`config.mk`:
```
export PLATFORM = sky130hd
export DESIGN_NAME = gnrc_therm_slew
export DESIGN_NICKNAME = d
export VERILOG_FILES = /design/src/rtl/gnrc_pkg.sv /design/src/rtl/gnrc_bin2therm.sv /design/src/rtl/gnrc_therm_slew.sv
export SDC_FILE = /design/constraint.sdc
export NUM_CORES = 1
export LEC_CHECK = 0
export ABC_AREA = 1
export CAP_MARGIN = 20
export CORE_UTILIZATION = 46
export CTS_CLUSTER_DIAMETER = 100
export DETAILED_ROUTE_END_ITERATION = 6
export GPL_ROUTABILITY_DRIVEN = 1
export PLACE_DENSITY = 0.82
export SKIP_LAST_GASP = 1
export SYNTH_ARGS = -nofsm -noshare
export SYNTH_HDL_FRONTEND = slang
export SYNTH_HIERARCHICAL = 1
export SYNTH_SLANG_ARGS = --single-unit
```
`constraint.sdc`:
```
create_clock -name clk_i -period 2.15 [get_ports clk_i]
set_clock_uncertainty 0.05 [all_clocks]
set_input_delay 0.3225 -clock clk_i [delete_from_list [all_inputs] [get_ports clk_i]]
set_output_delay 0.3225 -clock clk_i [all_outputs]
set_load 0.005 [all_outputs]
```
`src/rtl/gnrc_pkg.sv`:
```
// Shared generic package: state encoding for the thermometer slew controller.
package gnrc_pkg;

  typedef enum logic [0:0] {
    StIdle,
    StRamp
  } gnrc_slew_state_e;

endpackage

```
`src/rtl/gnrc_bin2therm.sv`:
```
// Binary to thermometer encoder: bit k is set iff bin > k.
module gnrc_bin2therm #(
  parameter int unsigned N = 3
) (
  input  logic [N-1:0]    bin,
  output logic [2**N-2:0] therm
);

  always_comb begin
    therm = '0;
    for (int k = 0; k < 2 ** N - 1; k++) begin
      therm[k] = (int'(bin) > k);
    end
  end

endmodule

```
`src/rtl/gnrc_therm_slew.sv`:
```
// Slew-rate limited thermometer-code driver: ramps or jumps cur_bin_o to a requested target.
module gnrc_therm_slew
  import gnrc_pkg::*;
#(
  parameter int unsigned N     = 3,
  parameter int unsigned M     = 2 ** N - 1,
  parameter int unsigned DIV_W = 8
) (
  input  logic             clk_i,
  input  logic             rst_i,
  input  logic             tgt_valid_i,
  output logic             tgt_ready_o,
  input  logic [N-1:0]     tgt_bin_i,
  input  logic             mode_i,
  input  logic [DIV_W-1:0] div_i,
  input  logic             abort_i,
  output logic [N-1:0]     cur_bin_o,
  output logic [M-1:0]     therm_o,
  output logic             busy_o,
  output logic             done_o
);

  localparam logic [N-1:0] One = N'(1);

  gnrc_slew_state_e state_q, state_d;
  logic [N-1:0]     cur_q, cur_d;
  logic [N-1:0]     tgt_q, tgt_d;
  logic             up_q, up_d;
  logic [DIV_W-1:0] div_q, div_d;
  logic [DIV_W-1:0] cnt_q, cnt_d;
  logic             done_q, done_d;
  logic [M-1:0]     therm_q;
  logic [M-1:0]     therm_nxt;

  // Encode the next value so therm_o and cur_bin_o update on the same edge.
  gnrc_bin2therm #(
    .N (N)
  ) u_bin2therm (
    .bin   (cur_d),
    .therm (therm_nxt)
  );

  always_comb begin
    state_d = state_q;
    cur_d   = cur_q;
    tgt_d   = tgt_q;
    up_d    = up_q;
    div_d   = div_q;
    cnt_d   = cnt_q;
    done_d  = 1'b0;
    unique case (state_q)
      StIdle: begin
        if (tgt_valid_i) begin
          if (mode_i) begin
            cur_d  = tgt_bin_i;
            done_d = 1'b1;
          end else if (tgt_bin_i == cur_q) begin
            done_d = 1'b1;
          end else begin
            tgt_d   = tgt_bin_i;
            up_d    = (tgt_bin_i > cur_q);
            div_d   = div_i;
            cnt_d   = div_i;
            state_d = StRamp;
          end
        end
      end
      StRamp: begin
        if (abort_i) begin
          state_d = StIdle;
        end else if (cnt_q == '0) begin
          // Direction is fixed toward a target that differs from cur, so no wrap is possible.
          cur_d = up_q ? (cur_q + One) : (cur_q - One);
          cnt_d = div_q;
          if (cur_d == tgt_q) begin
            state_d = StIdle;
            done_d  = 1'b1;
          end
        end else begin
          cnt_d = cnt_q - 1'b1;
        end
      end
      default: state_d = StIdle;
    endcase
  end

  always_ff @(posedge clk_i) begin
    if (rst_i) begin
      state_q <= StIdle;
      cur_q   <= '0;
      therm_q <= '0;
      tgt_q   <= '0;
      up_q    <= 1'b0;
      div_q   <= '0;
      cnt_q   <= '0;
      done_q  <= 1'b0;
    end else begin
      state_q <= state_d;
      cur_q   <= cur_d;
      therm_q <= therm_nxt;
      tgt_q   <= tgt_d;
      up_q    <= up_d;
      div_q   <= div_d;
      cnt_q   <= cnt_d;
      done_q  <= done_d;
    end
  end

  assign cur_bin_o   = cur_q;
  assign therm_o     = therm_q;
  assign busy_o      = (state_q == StRamp);
  assign tgt_ready_o = (state_q == StIdle);
  assign done_o      = done_q;

endmodule

```
* After elaboration in Yosys (flattened, before gate mapping) *
Index checks and enable logic that the tools add are counted.

cells by class
  divide/modulo/power cells = 0
  bitwise operators = 3
  multiply operators = 0
  shift-type cells = 0
  eq/ne operators = 6
  order comparisons = 8
  muxes and demuxes = 26
  reduce and logical (&&, ||, !) cells = 3
  add/subtract/negate cells = 3

operators by type and width
  operator                                                        number
  two-way mux 8 bit                                               5
  case mux 8 bit (2 select lines)                                 1
  two-way mux 3 bit                                               5
  two-way mux 1 bit                                               12
  greater-than comparator 3 bit (second input constant)           3
  zero test 8 bit                                                 1
  != test 2 bit (second input constant)                           4
  AND reduction 4 bit                                             2
  subtractor 8 x 1 -> 8 bit (second input constant)               1
  == test 3 bit                                                   2
  greater-than comparator 3 x 1 -> 1 bit (second input constant)  2
  greater-than comparator 3 x 2 -> 1 bit (second input constant)  2
  case mux 3 bit (2 select lines)                                 1
  case mux 1 bit (2 select lines)                                 2
  adder 3 x 1 -> 3 bit (second input constant)                    1
  greater-than comparator 3 bit                                   1
  inverter 1 bit                                                  3
  subtractor 3 x 1 -> 3 bit (second input constant)               1

storage, ports and cells
  RAM bits = 0
  logic and storage cells = 57
  register bits = 32
  bits in latches = 0
  bits in read-only memories = 0
  input port bits = 16
  memories = 0
  output and inout bits = 13

* Depth between registers and ports, before layout *
  depth after elaboration = 7
  gate-level depth with buffers = 15
  gate-level depth less buffers = 15

* Hierarchy *
The synthesis kept the hierarchy.

by module, submodules not included
  module           seq. area each (um^2)  instances  cells each  area an instance (um^2)
  gnrc_therm_slew  640.6                  1          249         1692.9
  gnrc_bin2therm   0.0                    1          11          43.8

* Worst setup path before layout *
Ideal clock, no wire load.

  path type = register to register
  from = reg cur_q[0] (netlist: cur_bin_o[0])
  to = reg therm_q[1] (netlist: therm_o[1])
  setup time = 0.128 ns
  clock period less this slack = 1.760 ns
  stages on the path, launching flop included = 13
  arrival time = 1.582 ns
  path slack = 0.390 ns
  required time = 1.972 ns
  buffers on the path = 0
  cells stage by stage = dfxtp_1 > fa_1 > inv_1 > nand2_1 > nand3_1 > nand2_1 > nand2_1 > nand3_1 > nand2_1 > inv_1 > or2_1 > inv_1 > nor2_1

on the way
  cells in the longest elaborated chain, start to end = 6
  elaborated cells between the ends (all ways) = 9
  classes of those cells = 2 x add/sub; 1 x order compare; 6 x mux

ends and longest elaborated chain
  element                                                            line                    source
  start, declared                                                    gnrc_therm_slew.sv:26   logic [N-1:0] cur_q, cur_d;
  start signal, assigned                                             gnrc_therm_slew.sv:99   cur_q <= cur_d;
  subtractor 3 x 1 -> 3 bit or adder 3 x 1 -> 3 bit (tied branches)  gnrc_therm_slew.sv:73   cur_d = up_q ? (cur_q + One) : (cur_q - One);
  two-way mux 3 bit (*)                                              gnrc_therm_slew.sv:73
  two-way mux 3 bit (*)                                              gnrc_therm_slew.sv:71   end else if (cnt_q == '0) begin
  two-way mux 3 bit (*)                                              gnrc_therm_slew.sv:69   if (abort_i) begin
  case mux 3 bit (2 select lines) (*)                                gnrc_therm_slew.sv:51   unique case (state_q)
  net cur_d[2]                                                       gnrc_therm_slew.sv:26
  greater-than comparator 3 x 1 -> 1 bit (*)                         gnrc_bin2therm.sv:12    therm[k] = (int'(bin) > k);
  net therm_nxt[1]                                                   gnrc_therm_slew.sv:33   logic [M-1:0] therm_nxt;
  end signal, assigned                                               gnrc_therm_slew.sv:100  therm_q <= therm_nxt;
  end, declared                                                      gnrc_therm_slew.sv:32   logic [M-1:0] therm_q;

The timed path passes the listed nets; every way through them passes the cells marked *.
A chain may end at the register's enable or synchronous reset.

* Final worst setup path *
Ends and elaborated chain as after synthesis.

==> run metrics <==
status=completed; nets=314; Critical Path RT=2280 ps; Die Width=63.4 microns; post-synthesis mux area share=0%; top cell type's share of synthesized area=36.9%; number of synthesized flops with an enable pin=0; clock root buffer=clkbuf_8; mapped cell area=1740 sq um; # clock sinks=32; Synth async-reset ratio=0%; Peak supply drop=0.328 mV; fill cell count=338; Top FF cell, synth=dfxtp_1; clk slew on worst S/H paths=60 ps; Startpoint Class=register; Rel. slew slack=77.1%; Lkg Pwr=0.988 nW; Syn. warnings=6; Final Hold Fails=0; met1 Track Usage GR=28.6%; Synth Area in Compound Gates=18.6%; Seq. cell area=641 sq um; TritonCTS Buffers=5; DR DRC count=0; vias per cell=5.05; CTS tree=built; Mean Syn Cell Area=6.68 sq um; number of max-cap violations=0; Core Area=3470 sq um; die height=63.4 microns; Power Dens Cells=761 nW/um^2; Worst Hold Class=reg2reg; CP endpoint kind=register; htree depth=2; crit-path max FO=6; Final Power=1.66 mW; Starting Density=50.1%; worst-margin pin slew=342 ps; P&R area growth vs syn=25.6%; die area=4030 sq um; Rows=21; Worst-Skew Late Latency=290 ps; area of the multi-input gates=875 sq um; # Post-CTS Setup Buffers=0; Routed WL=4.00 mm; global-route wire length before repair=6.80 mm; Tmin final=1910 ps; Slew Limit Fails=0; setup violators final=0; setup_tns=0 ps; Final Wtd Congestion=0.906; M2 GR Usage=32.4%; post-synthesis register bit count=32; DR vias=1,713; IO Pins=29; Routed Antenna Nets=0; WS Path Type=reg2reg; Post-Synth Simple-Gate Area=27.1%; Hold Slack=393 ps; Synth Net Count=281; dpl hpwl=2.83 mm; top post-synthesis cells by area=dfxtp_1 (37%), nand2_1 (10%), inv_1 (9.7%), a21oi_1 (8.4%), o21ai_0 (7.5%); post-synthesis cell type count=26; DRT iter0 DRCs=131; Ant. Diodes=0; XOR/XNOR Fraction of Synth Area=0.504%; fraction of layout cells with a size suffix above 1=9.56%; Critical Path AT=2030 ps; Final period util=88.6%; Post-Synth Adder-Cell Area=4.03%; DR WL/cell=11.8 microns; grt met3 use=5.80%; total track usage=21.8%; router iterations before antenna repair=4; clk buf depth=2; vias in the first global route=1,532; gr ovfl total=0; top cells by count, synth=nand2_1 (47), inv_1 (45), dfxtp_1 (32), a21oi_1 (29), o21ai_0 (26); Seq/Total Area, Yosys=36.9%; largest net degree at the start of global routing=26; most area-hungry cell type in the Yosys netlist=dfxtp_1; RSZ-0062 raised after global routing=false; main combinational cell family by area after synthesis=simple AND/OR/NAND/NOR gates; cell with the most instances after synthesis=nand2_1; layer with the highest usage=met2; number of port buffers=28; f_max=525 MHz; Gate Count Post-Synth=260; initial antenna violation count=0
-- report_power, final --
part	internal, mW	total (mW)	switching [mW]
Combinational	0.194	0.478	0.284
Sequential	0.648	0.682	0.0332
Clock	0.285	0.501	0.216
-- worst max-delay path, stage by stage, from the launching register on --
cell	delay, ps
dfxtp_1	370
fa_2	420
inv_1	60
nand2_1	60
nand3_1	100
nand2_1	80
nand2_1	60
nand3_1	60
nand2_1	80
inv_1	90
or2_1	240
inv_1	70
nor2_1	50
-- cell families (layout without fill, tap and decap cells) --
logic type      Yosys count  in the layout
fa+ha+maj                 5              5
compound gates           61             61
simple gates            103            103
buf+inv                  58             91
flops                    32             32
xor+xnor                  1              1
-- cell usage in the layout, fill, tap and decap left out, drive strengths merged --
master         instances
a21oi                 29
nand3                 21
clkbuf                 7
dfxtp                 32
or2                    2
fa                     1
ha                     4
nand3b                 2
o21ai                 29
buf                    6
o211ai                 2
nand4                  1
nor2                  29
inv                   50
clkdlybuf4s50         28
a31oi                  1
nand2                 48
xor2                   1
-- metal layers --
metal / vias to the layer above / share of wire [%]
li1: 887 / -
met1: 757 / 48
met2: 59 / 44
met3: 10 / 5.9
met4: 0 / 2.5
met5: - / 0
-- cell type report --
cell class	count	area share (%)
clock buffers	7	4.42
inverters	50	8.60
multi-input cells	170	40.1
flip-flops and latches	32	29.4
well taps	46	2.64
repair buffers	34	14.9
-- worst paths after layout --
check	start	endpoint	slack, ps	cells after the start
setup / recovery	cur_bin_o[0]	therm_o[1]	240	12
hold / removal	div_q[4]	div_q[4]	390	2
setup reg to reg	cur_bin_o[0]	therm_o[1]	240	12
hold reg to reg	div_q[4]	div_q[4]	390	2
-- what timing repair did --
action                     in CTS  in global routing
gates resized for setup         0                  1
setup endpoints to repair       0                  2
hold buffers                    0                  0
-- registers in the layout, indices dropped and copies added (netlist names) --
signal	cells
cnt_q	8
therm_o	7
div_q	8
tgt_q	3
done_o	1
busy_o	1
up_q	1
cur_bin_o	3
-- per-stage QoR --
| step | worst slack [ps] | util, % | cells | cell area (sq um) |
|---|---|---|---|---|
| finish | 245 | 62.9 | 339 | 2180 |
| global route | 27.2 | 62.9 | 339 | 2180 |
| CTS | 169 | 62.8 | 339 | 2180 |
| detailed placement | 111 | 60.1 | 332 | 2080 |
| global placement | 131 | 60.1 | 332 | 2080 |
| floorplan | 390 | - | 260 | 1740 |
(Power assumes the default switching activity.)
